$ cat config.mk
export PLATFORM = sky130hd
export DESIGN_NAME = bcd_event_counter
export DESIGN_NICKNAME = d
export VERILOG_FILES = /design/src/rtl/sseg_pkg.sv /design/src/rtl/bcd_decade.sv /design/src/rtl/bcd_event_counter.sv
export SDC_FILE = /design/constraint.sdc
export NUM_CORES = 1
export LEC_CHECK = 0
export ABC_AREA = 1
export ABC_CLOCK_PERIOD_IN_PS = 3100
export BUFFER_PORTS_ARGS = -buffer_cell sky130_fd_sc_hd__buf_4
export CORE_UTILIZATION = 30
export CTS_CLUSTER_SIZE = 12
export DETAILED_ROUTE_END_ITERATION = 12
export GPL_TIMING_DRIVEN = 0
export HOLD_SLACK_MARGIN = 0.1
export PLACE_DENSITY = 0.54
export SLEW_MARGIN = 25
export SYNTH_ARGS = -nofsm -noshare
export SYNTH_HDL_FRONTEND = slang
export SYNTH_HIERARCHICAL = 1
export SYNTH_SLANG_ARGS = --single-unit
$ cat constraint.sdc
create_clock -name clk -period 3.1 [get_ports clk]
set_input_delay 0.465 -clock clk [delete_from_list [all_inputs] [get_ports clk]]
set_output_delay 0.465 -clock clk [all_outputs]
set_load 0.1 [all_outputs]
$ cat src/rtl/sseg_pkg.sv
// Shared word layout and BCD types for the seven-segment digit path.
package sseg_pkg;

  localparam int unsigned WORD_W     = 6;
  localparam int unsigned EN_BIT     = 5;
  localparam int unsigned HEX_MSB    = 4;
  localparam int unsigned HEX_LSB    = 1;
  localparam int unsigned DP_BIT     = 0;
  localparam int unsigned MAX_DIGITS = 8;

  typedef logic [3:0] bcd_t;

  localparam bcd_t BCD_MAX = 4'd9;

endpackage

$ cat src/rtl/bcd_decade.sv
// One BCD decade: steps up or down when enabled and its carry/borrow input is set.
module bcd_decade
  import sseg_pkg::*;
(
  input  logic clk,
  input  logic en,
  input  logic up,
  input  logic cin,
  input  logic clr,
  output bcd_t q,
  output logic cout
);

  bcd_t q_q, q_d;

  // Carry out is a pure function of the request and current value so the
  // whole chain settles within one cycle.
  assign cout = cin & (up ? (q_q == BCD_MAX) : (q_q == '0));

  always_comb begin
    q_d = q_q;
    if (clr) begin
      q_d = '0;
    end else if (en && cin) begin
      if (up) q_d = (q_q == BCD_MAX) ? '0 : q_q + 4'd1;
      else    q_d = (q_q == '0) ? BCD_MAX : q_q - 4'd1;
    end
  end

  always_ff @(posedge clk) begin
    q_q <= q_d;
  end

  assign q = q_q;

endmodule

$ cat src/rtl/bcd_event_counter.sv
// Up/down BCD event counter feeding registered seven-segment digit words.
// Optional leading-zero blanking: define LEADING_ZERO_BLANK_EN.
module bcd_event_counter
  import sseg_pkg::*;
#(
  parameter int unsigned DIGITS = 8
) (
  input  logic              clk,
  input  logic              reset,
  input  logic              inc_tick,
  input  logic              dec_tick,
  input  logic              clear,
  input  logic [7:0]        dp_mask,
  output logic [WORD_W-1:0] I0,
  output logic [WORD_W-1:0] I1,
  output logic [WORD_W-1:0] I2,
  output logic [WORD_W-1:0] I3,
  output logic [WORD_W-1:0] I4,
  output logic [WORD_W-1:0] I5,
  output logic [WORD_W-1:0] I6,
  output logic [WORD_W-1:0] I7,
  output logic              wrap
);

  logic              tick;
  logic              dec_clr;
  logic [DIGITS:0]   carry;
  bcd_t              digit [MAX_DIGITS];
  logic              wrap_q, wrap_d;
  logic [WORD_W-1:0] words_q [MAX_DIGITS];
  logic [WORD_W-1:0] words_d [MAX_DIGITS];

  assign tick     = inc_tick ^ dec_tick;
  assign dec_clr  = reset | clear;
  assign carry[0] = 1'b1;

  for (genvar g = 0; g < MAX_DIGITS; g++) begin : g_dec
    if (g < DIGITS) begin : g_on
      bcd_decade u_decade (
        .clk  (clk),
        .en   (tick),
        .up   (inc_tick),
        .cin  (carry[g]),
        .clr  (dec_clr),
        .q    (digit[g]),
        .cout (carry[g+1])
      );
    end else begin : g_off
      assign digit[g] = '0;
    end
  end

  assign wrap_d = tick & carry[DIGITS] & ~clear;

  function automatic logic [WORD_W-1:0] reset_word(input int unsigned k);
    logic [WORD_W-1:0] r;
    r = '0;
`ifdef LEADING_ZERO_BLANK_EN
    r[EN_BIT] = (k == 0);
`else
    r[EN_BIT] = (k < DIGITS);
`endif
    return r;
  endfunction

`ifdef LEADING_ZERO_BLANK_EN
  // show[k] is set when decade k or any higher decade is non-zero.
  logic [MAX_DIGITS-1:0] show;
  always_comb begin
    logic seen;
    seen = 1'b0;
    show = '0;
    for (int unsigned i = 0; i < MAX_DIGITS; i++) begin
      seen = seen | (digit[MAX_DIGITS-1-i] != '0);
      show[MAX_DIGITS-1-i] = seen;
    end
  end
`endif

  always_comb begin
    for (int unsigned k = 0; k < MAX_DIGITS; k++) begin
      words_d[k] = '0;
      if (k < DIGITS) begin
        words_d[k][HEX_MSB:HEX_LSB] = digit[k];
        words_d[k][DP_BIT]          = dp_mask[k];
`ifdef LEADING_ZERO_BLANK_EN
        words_d[k][EN_BIT]          = (k == 0) | show[k] | dp_mask[k];
`else
        words_d[k][EN_BIT]          = 1'b1;
`endif
      end
    end
  end

  always_ff @(posedge clk) begin
    if (reset) begin
      wrap_q <= 1'b0;
      for (int unsigned k = 0; k < MAX_DIGITS; k++) words_q[k] <= reset_word(k);
    end else begin
      wrap_q <= wrap_d;
      for (int unsigned k = 0; k < MAX_DIGITS; k++) words_q[k] <= words_d[k];
    end
  end

  assign I0   = words_q[0];
  assign I1   = words_q[1];
  assign I2   = words_q[2];
  assign I3   = words_q[3];
  assign I4   = words_q[4];
  assign I5   = words_q[5];
  assign I6   = words_q[6];
  assign I7   = words_q[7];
  assign wrap = wrap_q;

endmodule

Word-level counts from Yosys, hierarchy flattened:

Memories as Yosys holds them, arrays and structs flattened.
Index checks and enable logic that the tools add are counted.

* memories: 1
* output and inout bits: 49
* word-level logic and storage cells: 112
* RAM bits: 40
* register bits: 33

* equal/unequal tests: 8
* add/sub/neg operators: 16
* muxes and demuxes: 43
* reduce and logical (&&, ||, !) cells: 15
* bitwise operators: 20

Memories
* words_q: depth 8, bits a word 5, rd ports 8, clocked after memory_dff 0, wr ports 8, line bcd_event_counter.sv:30 `logic [WORD_W-1:0] words_q [MAX_DIGITS];`

Operators with widths (number)
* $mux W4: 24
* $mux W5: 8
* $add A4 B1 Y4 const B: 8
* $eq A4 B4 Y1 const B: 8
* $logic_not A4 Y1: 8
* $sub A4 B1 Y4 const B: 8
* $mux W1: 11
* $and A1 B1 Y1: 9
* $or A1 B1 Y1: 9
* $logic_and A1 B1 Y1: 7
* $not A1 Y1: 1
* $xor A1 B1 Y1: 1

Logic depth before layout (Yosys ltp):

Gate-level depths: netlist of the first run.

* word-level depth: 11
* mapped depth: 22
* mapped depth without buffers: 22

Hierarchy:

Netlist of the first run, hierarchy kept.

By module, submodules not included
* bcd_decade: sequential area each 80.1 um^2, cells each 55, times used 8, area an instance 297.8 um^2
* bcd_event_counter: sequential area each 820.8 um^2, cells each 145, times used 1, area an instance 1310.0 um^2

Worst setup path before layout of the first run:

No wires, ideal clock.

* path kind: register to register
* start point: register g_dec[0].g_on.u_decade.q_q[2]
* end point: register g_dec[7].g_on.u_decade.q_q[1]
* stages on the path, launching flop included: 23
* arrival: 2.565 ns
* buffers on the path: 0
* path slack: 0.422 ns
* setup time: 0.113 ns
* clock period less this slack: 2.678 ns
* cell sequence: dfxtp_1 -> inv_2 -> nand2_1 -> nor2_1 -> o21ai_0 -> a21oi_1 -> o21ai_0 -> a21oi_1 -> o21ai_0 -> a21oi_1 -> o21ai_0 -> a21oi_1 -> o21ai_0 -> a21oi_1 -> o21ai_0 -> a21oi_1 -> o21ai_0 -> a21oi_1 -> nand2_1 -> inv_1 -> nand2_1 -> o21ai_1 -> inv_1

* word-level cells in the longest chain between the ends: 9
* elaborated cells on any way between the ends: 10
* those cells by class: 1 x eq/ne; 1 x mux; 6 x bitwise; 2 x reduce/logical

Ends and longest elaborated chain
* from (decl): line bcd_decade.sv:14 `bcd_t q_q, q_d;`
* from (signal assigned): line bcd_decade.sv:31 `q_q <= q_d;`
* $eq A4 B4 Y1 or $logic_not A4 Y1 (tied branches): line bcd_decade.sv:18 `assign cout = cin & (up ? (q_q == BCD_MAX) : (q_q == '0));`
* $mux W1 (*): line bcd_decade.sv:18
* net carry[1]: line bcd_event_counter.sv:27 `logic [DIGITS:0] carry;`
* $and A1 B1 Y1 (*): line bcd_decade.sv:18
* net carry[2]: line bcd_event_counter.sv:27
* $and A1 B1 Y1 (*): line bcd_decade.sv:18
* net carry[3]: line bcd_event_counter.sv:27
* $and A1 B1 Y1 (*): line bcd_decade.sv:18
* net carry[4]: line bcd_event_counter.sv:27
* $and A1 B1 Y1 (*): line bcd_decade.sv:18
* net carry[5]: line bcd_event_counter.sv:27
* $and A1 B1 Y1 (*): line bcd_decade.sv:18
* net carry[6]: line bcd_event_counter.sv:27
* $and A1 B1 Y1 (*): line bcd_decade.sv:18
* net carry[7]: line bcd_event_counter.sv:27
* $logic_and A1 B1 Y1 (*): line bcd_decade.sv:24 `end else if (en && cin) begin`
* to (signal assigned): line bcd_decade.sv:31
* to (decl): line bcd_decade.sv:14

Mark *: on every way through the listed nets, which the timed path passes. The rest lies on a longest branch.
A chain may end at the register's enable or synchronous reset.

Final worst setup path of the first run:

* start point: register g_dec[0].g_on.u_decade.q_q[0]
* end point: register g_dec[7].g_on.u_decade.q_q[1]

The elaborated chain is that of the path after synthesis.

==> run_results.csv, run 1 <==
group,metric,value,unit
sta,fin_setup_tns,0,ps
route,drt-total-wl,8380,microns
global_routing,grt_pass1_wl,14100,microns
final_layout,fillers,1307,
place,place_hpwl,5850,microns
critical_path,cp_common_cell,"a21oi_2",
synth,syn-cell-area,3690,sq um
final_layout,fin_nets,671,
sta,finalCritPeriodShare,0.908,
sta,fmax,355,MHz
floorplan,num_rows,40,
floorplan,dieArea,12800,sq um
synth,seq_area_frac_synth,0.396,
final_layout,antenna_cells,0,
clock_network,numCtsBuffers,9,
critical_path,startpoint,"g_dec[0].g_on.u_decade/q[0]",
critical_path,worst_ep_required_time,3340,ps
global_routing,grt_pass1_vias,3199,
critical_path,path_max_fanout,7,
flow_run,maxCapViolCount,0,
critical_path,r2r_start,"g_dec[0].g_on.u_decade/q[0]",
sta,skew,6.04,ps
final_layout,syn_to_final_growth,25.8,%
critical_path,critical-path-max-stage-delay,350,ps
clock_network,htree_levels,3,
final_layout,fin_util,0.387,
clock_network,clkLatencyLatePin,340,ps
final_layout,drive_above_1_share,0.210,
floorplan,core-area,12000,sq um
place,gp_congestion,0.867,
sta,worst_pin_slew,835,ps
critical_path,cp-end-kind,"flip-flop",
floorplan,start_util,0.307,
global_routing,antenna_found_initial,0,
global_routing,grtUsageTotal,0.139,
power_and_ir_drop,peakVddDrop,0.243,mV
critical_path,reg2reg_depth,20,
route,vias,3646,
floorplan,io_pins,62,
route,met2_length,3820,microns
place,io_buffer_count,52,
power_and_ir_drop,power.total,0.00220,W
worst_hold_path,hp-class,"input port to flip-flop",
critical_path,critical_path_arrival,3060,ps
clock_network,cts_tree,"done",
route,routedWlPerCell,10.3,microns
critical_path,path_delay_family,"compound AO/OA/AOI/OAI gates",
synth,ys_ff_latch,73,
sta,finalHoldViolations,0,
outcome,outcome,"finished, final reports clean",
clock_network,clk_pin_slew_worst_paths,60,ps
floorplan,die_x,113,microns
final_layout,register_area,1470,sq um
clock_network,root_buffer,"clkbuf_16",
final_layout,multi_input_area,1720,sq um
critical_path,worst-setup-path-type,"flip-flop to flip-flop",
critical_path,cp_cell_sequence,"nor2_1 > nand3_1 > a21oi_2 > o21ai_1 > a21oi_2 > o21ai_1 > a21oi_2 > o21ai_1 > a21oi_2 > o21ai_2 > a21oi_2 > o21ai_1 > a21oi_2 > o21ai_2 > a21oi_2 > nand2_2 > inv_2 > nand2_1 > o21ai_1 > inv_1",
route,dr.first_iter.drc_count,190,
route,top_layer_used,"met4",
power_and_ir_drop,p_leak,2.29,nW
global_routing,gr-total-overflow,0,
synth,synthCells,585,
sta,whs,325,ps
worst_hold_path,hp-start,"dp_mask[7]",
synth,ys_types,17,
sta,min_period,2820,ps
clock_network,clkSinkCount,73,
route,wl_met3,498,microns
route,viasPerCell,4.50,
critical_path,critPathSlowestCell,"dfxtp_2",
floorplan,die_height,113,microns
synth,yosys_warnings,6,
sta,setup_violations,0,
synth,avgSynthCellArea,6.31,sq um
route,drc_errors,0,
critical_path,worst-path-buf-inv,2,
route,drt_first_pass_iters,5,
power_and_ir_drop,power_density,474,nW/um^2
global_routing,grt_max_degree,27,
route,met1Wirelength,3950,microns
critical_path,start_kind,"flip-flop",
clock_network,cts_hold_buf,0,
worst_hold_path,holdPathStages,3,
sta,drv_slew,0,
route,detail-route-antenna-nets,0,
critical_path,crit_cells,20,
clock_network,clockBufferDepth,2,
sta,relSlewSlack,0.443,
## layout by cell type, fill, tap and decap left out, drive strengths merged
cell type	count
a21oi	40
buf	66
clkbuf	11
clkinv	3
clkinvlp	2
conb	10
dfxtp	73
inv	124
nand2	156
nand3	56
nand4	8
nor2	74
o21ai	40
## registers in the layout (all words and copies together) (netlist names)
name,cells
words_q,40
wrap,1
g_dec.g_on.u_decade/q,32
## worst paths after layout
check | end | slack [ps]
hold reg to reg | words_q[0][4] | 460
setup / recovery | g_dec[7].g_on.u_decade/q[1] | 280
setup reg to reg | g_dec[7].g_on.u_decade/q[1] | 280
hold / removal | words_q[1][15] | 330
## power breakdown
part,switching (W),internal (W)
clock,0.000399,0.000580
combinational,0.000197,0.0000646
sequential,0.0000114,0.000952
total,0.000607,0.00160
## routing by layer
metal | vias up | GRT usage
met5 | - | 0
met4 | 0 | 0.0649
met3 | 7 | 0.0477
met2 | 97 | 0.230
met1 | 1613 | 0.162
li1 | 1929 | -
## stage by stage
step                instance area [sq um]  instances  worst slack [ps]
floorplan                            3730        594               422
global placement                     4300        793              -466
detailed placement                   4300        793              -502
CTS                                  4610        810              18.4
global route                         4650        810             -9.98
finish                               4650        810               284
## cell type report
type | instances | area share
clock inverter | 5 | 0.00646
inverter | 124 | 0.101
buffer | 13 | 0.0269
multi-input combinational | 384 | 0.370
clock buffer | 11 | 0.0544
sequential | 73 | 0.316
timing repair buffer | 53 | 0.0856
tap | 147 | 0.0396
## cell usage after synthesis (all sizes together)
master	n	share of area
a21oi	40	0.054
buf	13	0.034
conb	1	0.0010
dfxtp	73	0.40
inv	124	0.13
nand2	156	0.16
nand3	56	0.076
nand4	8	0.014
nor2	74	0.081
o21ai	40	0.054
## worst min-delay path, cell delays in order
cell    delay, ps
buf_4          80
inv_1          30
nor2_1         60
## cell families (layout without fill, tap and decap cells)
| family | after synthesis | in the layout | synth area share |
|---|---|---|---|
| simple gates | 294 | 294 | 0.335 |
| buf+inv | 137 | 206 | 0.160 |
| compound gates | 80 | 80 | 0.108 |
| flops | 73 | 73 | 0.396 |
| other cells | 1 | 10 | 0.00102 |
## repair_timing
item,in CTS,in global routing
resized for setup,14,14
pin swaps,1,2
gates cloned,0,0
setup buffers,1,0
hold endpoints to repair,0,0
endpoints found under the setup margin,6,9
Power figures use the tool's default switching activity.
==> run 2: changes to the inputs <==
--- a/config.mk
+++ b/config.mk
@@ -8,6 +8,7 @@
 export ABC_AREA = 1
 export ABC_CLOCK_PERIOD_IN_PS = 3100
 export BUFFER_PORTS_ARGS = -buffer_cell sky130_fd_sc_hd__buf_4
+export CORE_ASPECT_RATIO = 1.25
 export CORE_UTILIZATION = 30
 export CTS_CLUSTER_SIZE = 12
 export DETAILED_ROUTE_END_ITERATION = 12
==> run 2 against run 1 <==
  * Core utilization rose by 1.8 points
  * Critical path type unchanged
  * First-iteration DRC count rose by 17%
  * Clock skew rose by 3.2 ps
  * Critical path depth rose by 5
==> run_results.csv, run 2 (synthesis gave the netlist of run 1 again) <==
group,metric,value,unit
route,dr.first_iter.drc_count,222,
power_and_ir_drop,swShare,0.262,
power_and_ir_drop,clock_power_share,0.432,
final_layout,fin_nets,685,
route,viasPerCell,4.38,
final_layout,multi_input_area,1740,sq um
power_and_ir_drop,power_density,454,nW/um^2
global_routing,grtUsageTotal,0.140,
floorplan,dieArea,12800,sq um
final_layout,largest_reg_flops,40,
floorplan,num_rows,44,
sta,fin_setup_tns,0,ps
critical_path,worst-setup-path-type,"flip-flop to flip-flop",
clock_network,clk_pin_slew_worst_paths,60,ps
critical_path,critical_path_arrival,3060,ps
clock_network,htree_levels,3,
sta,setup_slack,263,ps
power_and_ir_drop,switchingPower,0.000568,W
final_layout,top_register,"words_q",
floorplan,die_height,126,microns
floorplan,core-area,11800,sq um
route,drt_first_pass_iters,4,
sta,setup_violations,0,
global_routing,grt_pass1_wl,14200,microns
outcome,outcome,"finished, final reports clean",
critical_path,worst_ep_required_time,3320,ps
route,vias,3660,
global_routing,grt_pass1_vias,3326,
critical_path,critPathSlowestCell,"dfxtp_4",
clock_network,cts_hold_buf,0,
floorplan,io_pins,62,
clock_network,clkSinkCount,73,
critical_path,critical-path-max-stage-delay,360,ps
clock_network,clockBufferDepth,2,
critical_path,start_kind,"flip-flop",
critical_path,cp-end-kind,"flip-flop",
route,routedWlPerCell,10.0,microns
power_and_ir_drop,power_frac_comb,0.123,
final_layout,fillers,1294,
route,detail-route-antenna-nets,0,
global_routing,gr-total-overflow,0,
clock_network,root_buffer,"clkbuf_16",
place,place_ws,-485,ps
sta,fmax,352,MHz
power_and_ir_drop,p_seq_frac,0.445,
sta,drv_slew,0,
sta,min_period,2840,ps
route,drt-total-wl,8370,microns
place,place_hpwl,5760,microns
final_layout,syn_to_final_growth,29.2,%
floorplan,die_x,101,microns
critical_path,cp_common_cell,"buf_4",
clock_network,cts_tree,"done",
sta,finalHoldViolations,0,
power_and_ir_drop,p_leak,2.37,nW
global_routing,antenna_found_initial,0,
route,drc_errors,0,
floorplan,start_util,0.313,
power_and_ir_drop,p_int,0.00160,W
sta,relSlewSlack,0.446,
clock_network,clkLatencyLatePin,330,ps
sta,finalCritPeriodShare,0.915,
power_and_ir_drop,peakVddDrop,0.200,mV
place,gp_congestion,0.865,
final_layout,register_area,1470,sq um
final_layout,fin_util,0.405,
place,io_buffer_count,52,
critical_path,worst-path-buf-inv,12,
clock_network,numCtsBuffers,9,
global_routing,grt_max_degree,27,
flow_run,maxCapViolCount,0,
final_layout,drive_above_1_share,0.227,
final_layout,most-common-layout-cells,"nand2_1 (145), inv_1 (97), buf_4 (75)",
sta,worst_pin_slew,830,ps
final_layout,layout_commonest_cell,"nand2_1",
critical_path,path_delay_family,"buffers and inverters",
final_layout,antenna_cells,0,
sta,skew,9.21,ps
power_and_ir_drop,power.total,0.00217,W
critical_path,path_max_fanout,6,
worst_hold_path,hp-class,"input port to flip-flop",
## run 2: stage by stage
step                      instances  area [sq um]  hold slack [ps]
after floorplan                 594          3730              441
after global placement          807          4320              466
after detailed placement        807          4320              467
after CTS                       835          4700              318
after global routing            836          4770              330
final                           836          4770              333
## run 2: final timing paths
| kind | from | end | slack [ps] | depth (start not counted) |
|---|---|---|---|---|
| min reg2reg | g_dec[1].g_on.u_decade/q[3] | words_q[0][9] | 470 | 2 |
| max reg2reg | g_dec[0].g_on.u_decade/q[2] | g_dec[4].g_on.u_decade/q[1] | 260 | 25 |
| min | dp_mask[1] | words_q[0][5] | 330 | 3 |
| max | g_dec[0].g_on.u_decade/q[2] | g_dec[4].g_on.u_decade/q[1] | 260 | 25 |
## run 2: metal layers
| metal | up-vias | share of wire | GRT usage |
|---|---|---|---|
| li1 | 1965 | - | - |
| met1 | 1606 | 0.44 | 0.158 |
| met2 | 78 | 0.49 | 0.236 |
| met3 | 11 | 0.042 | 0.0383 |
| met4 | 0 | 0.021 | 0.0725 |
| met5 | - | 0 | 0 |
## run 2: power by group through the flow
stage | sequential [W] | clock [W] | combinational, W
finish | 0.000964 | 0.000936 | 0.000267
global route | 0.000965 | 0.00101 | 0.000289
CTS | 0.000964 | 0.000978 | 0.000261
detailed placement | 0.000984 | 0 | 0.000256
global placement | 0.000984 | 0 | 0.000255
floorplan | 0.00104 | 0 | 0.000141
## run 2: cell type report
| class | instances | share of cell area |
|---|---|---|
| Buffer | 13 | 0.0262 |
| Inverter | 124 | 0.0981 |
| Sequential cell | 73 | 0.308 |
| Multi-Input combinational cell | 384 | 0.364 |
| Tap cell | 161 | 0.0422 |
| Timing Repair Buffer | 67 | 0.105 |
| Clock buffer | 14 | 0.0553 |
## run 2: timing repair
item	CTS	global route
pin swaps	1	1
gates resized for setup	15	21
endpoints found under the setup margin	5	17
setup buffers	14	1
## run 2: worst register-to-register path, stage by stage (launching register included)
cell	delay, ps
dfxtp_4	360
inv_4	80
nand2_2	70
nor2_4	110
o21ai_1	70
a21oi_2	120
o21ai_1	90
a21oi_2	160
o21ai_2	80
a21oi_2	160
o21ai_2	80
a21oi_2	140
buf_4	130
buf_4	90
buf_4	90
buf_4	90
buf_4	90
buf_4	90
buf_4	100
buf_4	100
buf_4	100
nand2_4	50
inv_2	90
nand2_1	60
o21ai_1	120
inv_1	40
==> run 3: changes to the inputs <==
--- a/config.mk
+++ b/config.mk
@@ -14,7 +14,7 @@
 export DETAILED_ROUTE_END_ITERATION = 12
 export GPL_TIMING_DRIVEN = 0
 export HOLD_SLACK_MARGIN = 0.1
-export PLACE_DENSITY = 0.54
+export PLACE_DENSITY = 0.51
 export SLEW_MARGIN = 25
 export SYNTH_ARGS = -nofsm -noshare
 export SYNTH_HDL_FRONTEND = slang
==> run 3 against run 2 <==
  * Routed wire length is 1.3% higher
  * Core utilization is 0.44 points lower
  * First-iteration DRC count is 2.7% higher
  * Highest routed layer unchanged
  * Sequential power hardly changed
  * Cell count is 0.72% lower
  * Critical path depth is 4 lower
  * Combinational power hardly changed
  * Maximum frequency is 1.4% lower
  * Sequential share of layout area is 0.28 points higher
  * Critical endpoint is now g_dec[7].g_on.u_decade/q[0]
  * Count of clock-buffer cells in the layout is 1 lower
  * Total power is 3.5% higher
==> run_results.csv, run 3 (synthesis gave the netlist of run 1 again) <==
group,metric,value,unit
final_layout,largest_reg_flops,40,
place,place_hpwl,5830,microns
flow_run,maxCapViolCount,0,
route,routedWlPerCell,10.2,microns
critical_path,start_kind,"flip-flop",
global_routing,antenna_found_initial,0,
route,drt_first_pass_iters,5,
critical_path,path_max_fanout,5,
final_layout,top_register,"words_q",
critical_path,worst-setup-path-type,"flip-flop to flip-flop",
clock_network,cts_tree,"done",
route,drc_errors,0,
clock_network,clkSinkCount,73,
sta,skew,6.93,ps
final_layout,antenna_cells,0,
global_routing,grt_pass1_vias,3225,
sta,fmax,347,MHz
clock_network,root_buffer,"clkbuf_16",
final_layout,design_area,4720,sq um
floorplan,io_pins,62,
global_routing,grt_max_degree,27,
power_and_ir_drop,swShare,0.259,
power_and_ir_drop,switchingPower,0.000581,W
final_layout,fillers,1280,
global_routing,grtUsageTotal,0.137,
critical_path,r2r_slack,220,ps
sta,setup_slack,222,ps
place,dpl_cell_area,4320,sq um
global_routing,gr-total-overflow,0,
final_layout,drive_above_1_share,0.214,
floorplan,die_height,126,microns
power_and_ir_drop,p_leak,2.33,nW
place,gp_congestion,0.863,
power_and_ir_drop,power_frac_comb,0.118,
power_and_ir_drop,peakVddDrop,0.197,mV
place,io_buffer_count,52,
sta,setup_violations,0,
sta,min_period,2880,ps
outcome,outcome,"finished, final reports clean",
global_routing,grt_pass1_wl,13900,microns
final_layout,fin_nets,677,
worst_hold_path,hp-class,"input port to flip-flop",
sta,finalCritPeriodShare,0.928,
floorplan,num_rows,44,
clock_network,clkLatencyLatePin,330,ps
clock_network,numCtsBuffers,9,
power_and_ir_drop,p_seq_frac,0.430,
route,drt-total-wl,8480,microns
final_layout,syn_to_final_growth,27.8,%
floorplan,dieArea,12800,sq um
route,viasPerCell,4.46,
clock_network,clockBufferDepth,2,
power_and_ir_drop,p_int,0.00166,W
floorplan,start_util,0.313,
final_layout,layout_commonest_cell,"nand2_1",
critical_path,cp-end-kind,"flip-flop",
power_and_ir_drop,clock_power_share,0.452,
route,dr.first_iter.drc_count,228,
power_and_ir_drop,power_density,475,nW/um^2
sta,finalHoldViolations,0,
sta,drv_slew,0,
floorplan,core-area,11800,sq um
route,vias,3701,
place,place_ws,-473,ps
clock_network,htree_levels,3,
route,detail-route-antenna-nets,0,
final_layout,most-common-layout-cells,"nand2_1 (146), inv_1 (99), dfxtp_1 (69)",
critical_path,worst_ep_required_time,3320,ps
sta,worst_pin_slew,866,ps
sta,relSlewSlack,0.422,
critical_path,critical_path_arrival,3100,ps
floorplan,die_x,101,microns
clock_network,cts_hold_buf,0,
clock_network,clk_pin_slew_worst_paths,60,ps
==> run 3: final cells by class <==
| cell class | instances | area (sq um) | area share |
|---|---|---|---|
| plain buffers | 13 | 125 | 0.0265 |
| repair buffers | 59 | 443 | 0.0938 |
| well taps | 161 | 201 | 0.0427 |
| clock inverters | 3 | 40.0 | 0.00848 |
| flip-flops and latches | 73 | 1470 | 0.311 |
| multi-input cells | 384 | 1720 | 0.365 |
| clock buffers | 13 | 250 | 0.0530 |
| inverters | 124 | 468 | 0.0992 |
==> run 3: metrics by stage <==
stage	setup TNS [ps]	hold WS, ps	utilization	power [W]	cells
4_1_cts	0	318	0.394	0.00228	826
6_report	0	331	0.401	0.00224	830
3_3_place_gp	-2740	469	0.367	0.00124	807
3_5_place_dp	-2660	474	0.367	0.00124	807
5_1_grt	-19.8	348	0.401	0.00234	830
2_1_floorplan	0	441	-	0.00118	594
==> run 3: routing by layer <==
metal / wire [microns] / GRT usage / vias up
li1: - / - / 1947
met1: 3700 / 0.159 / 1653
met2: 4290 / 0.234 / 90
met3: 348 / 0.0250 / 11
met4: 136 / 0.0767 / 0
met5: 0 / 0 / -
==> run 3: repair_timing <==
action / in CTS / in global routing
buffers inserted: 3 / 4
pin swaps: 1 / 2
setup endpoints to repair: 6 / 9
cloned: 0 / 0
gates resized for setup: 12 / 16
==> run 3: power groups by stage <==
stage               Sequential [W]  Combinational [W]  Clock [W]
finish                    0.000964           0.000264    0.00101
global route              0.000965           0.000286    0.00109
CTS                       0.000964           0.000259    0.00106
detailed placement        0.000984           0.000256          0
global placement          0.000984           0.000256          0
floorplan                  0.00104           0.000141          0
==> run 3: critical path, cell delays in order, from the launching register on <==
cell     delay [ps]
dfxtp_4         360
inv_4            80
nand2_2          60
nor2_2          140
o21ai_1          80
a21oi_2         140
o21ai_1         100
a21oi_2         150
o21ai_2          80
a21oi_2         150
o21ai_2          80
a21oi_2         150
o21ai_2          90
a21oi_2         160
o21ai_1          90
a21oi_1         160
o21ai_1         100
a21oi_2         140
nand2_2         100
buf_4           160
o21ai_0         140
a21oi_1          60
==> run 3: final timing paths <==
check | start | end | cells after the start
worst max-delay path | g_dec[0].g_on.u_decade/q[2] | g_dec[7].g_on.u_decade/q[0] | 21
worst min-delay path | dp_mask[5] | words_q[1][5] | 3
worst min register to register | g_dec[1].g_on.u_decade/q[3] | words_q[0][9] | 2
worst max register to register | g_dec[0].g_on.u_decade/q[2] | g_dec[7].g_on.u_decade/q[0] | 21
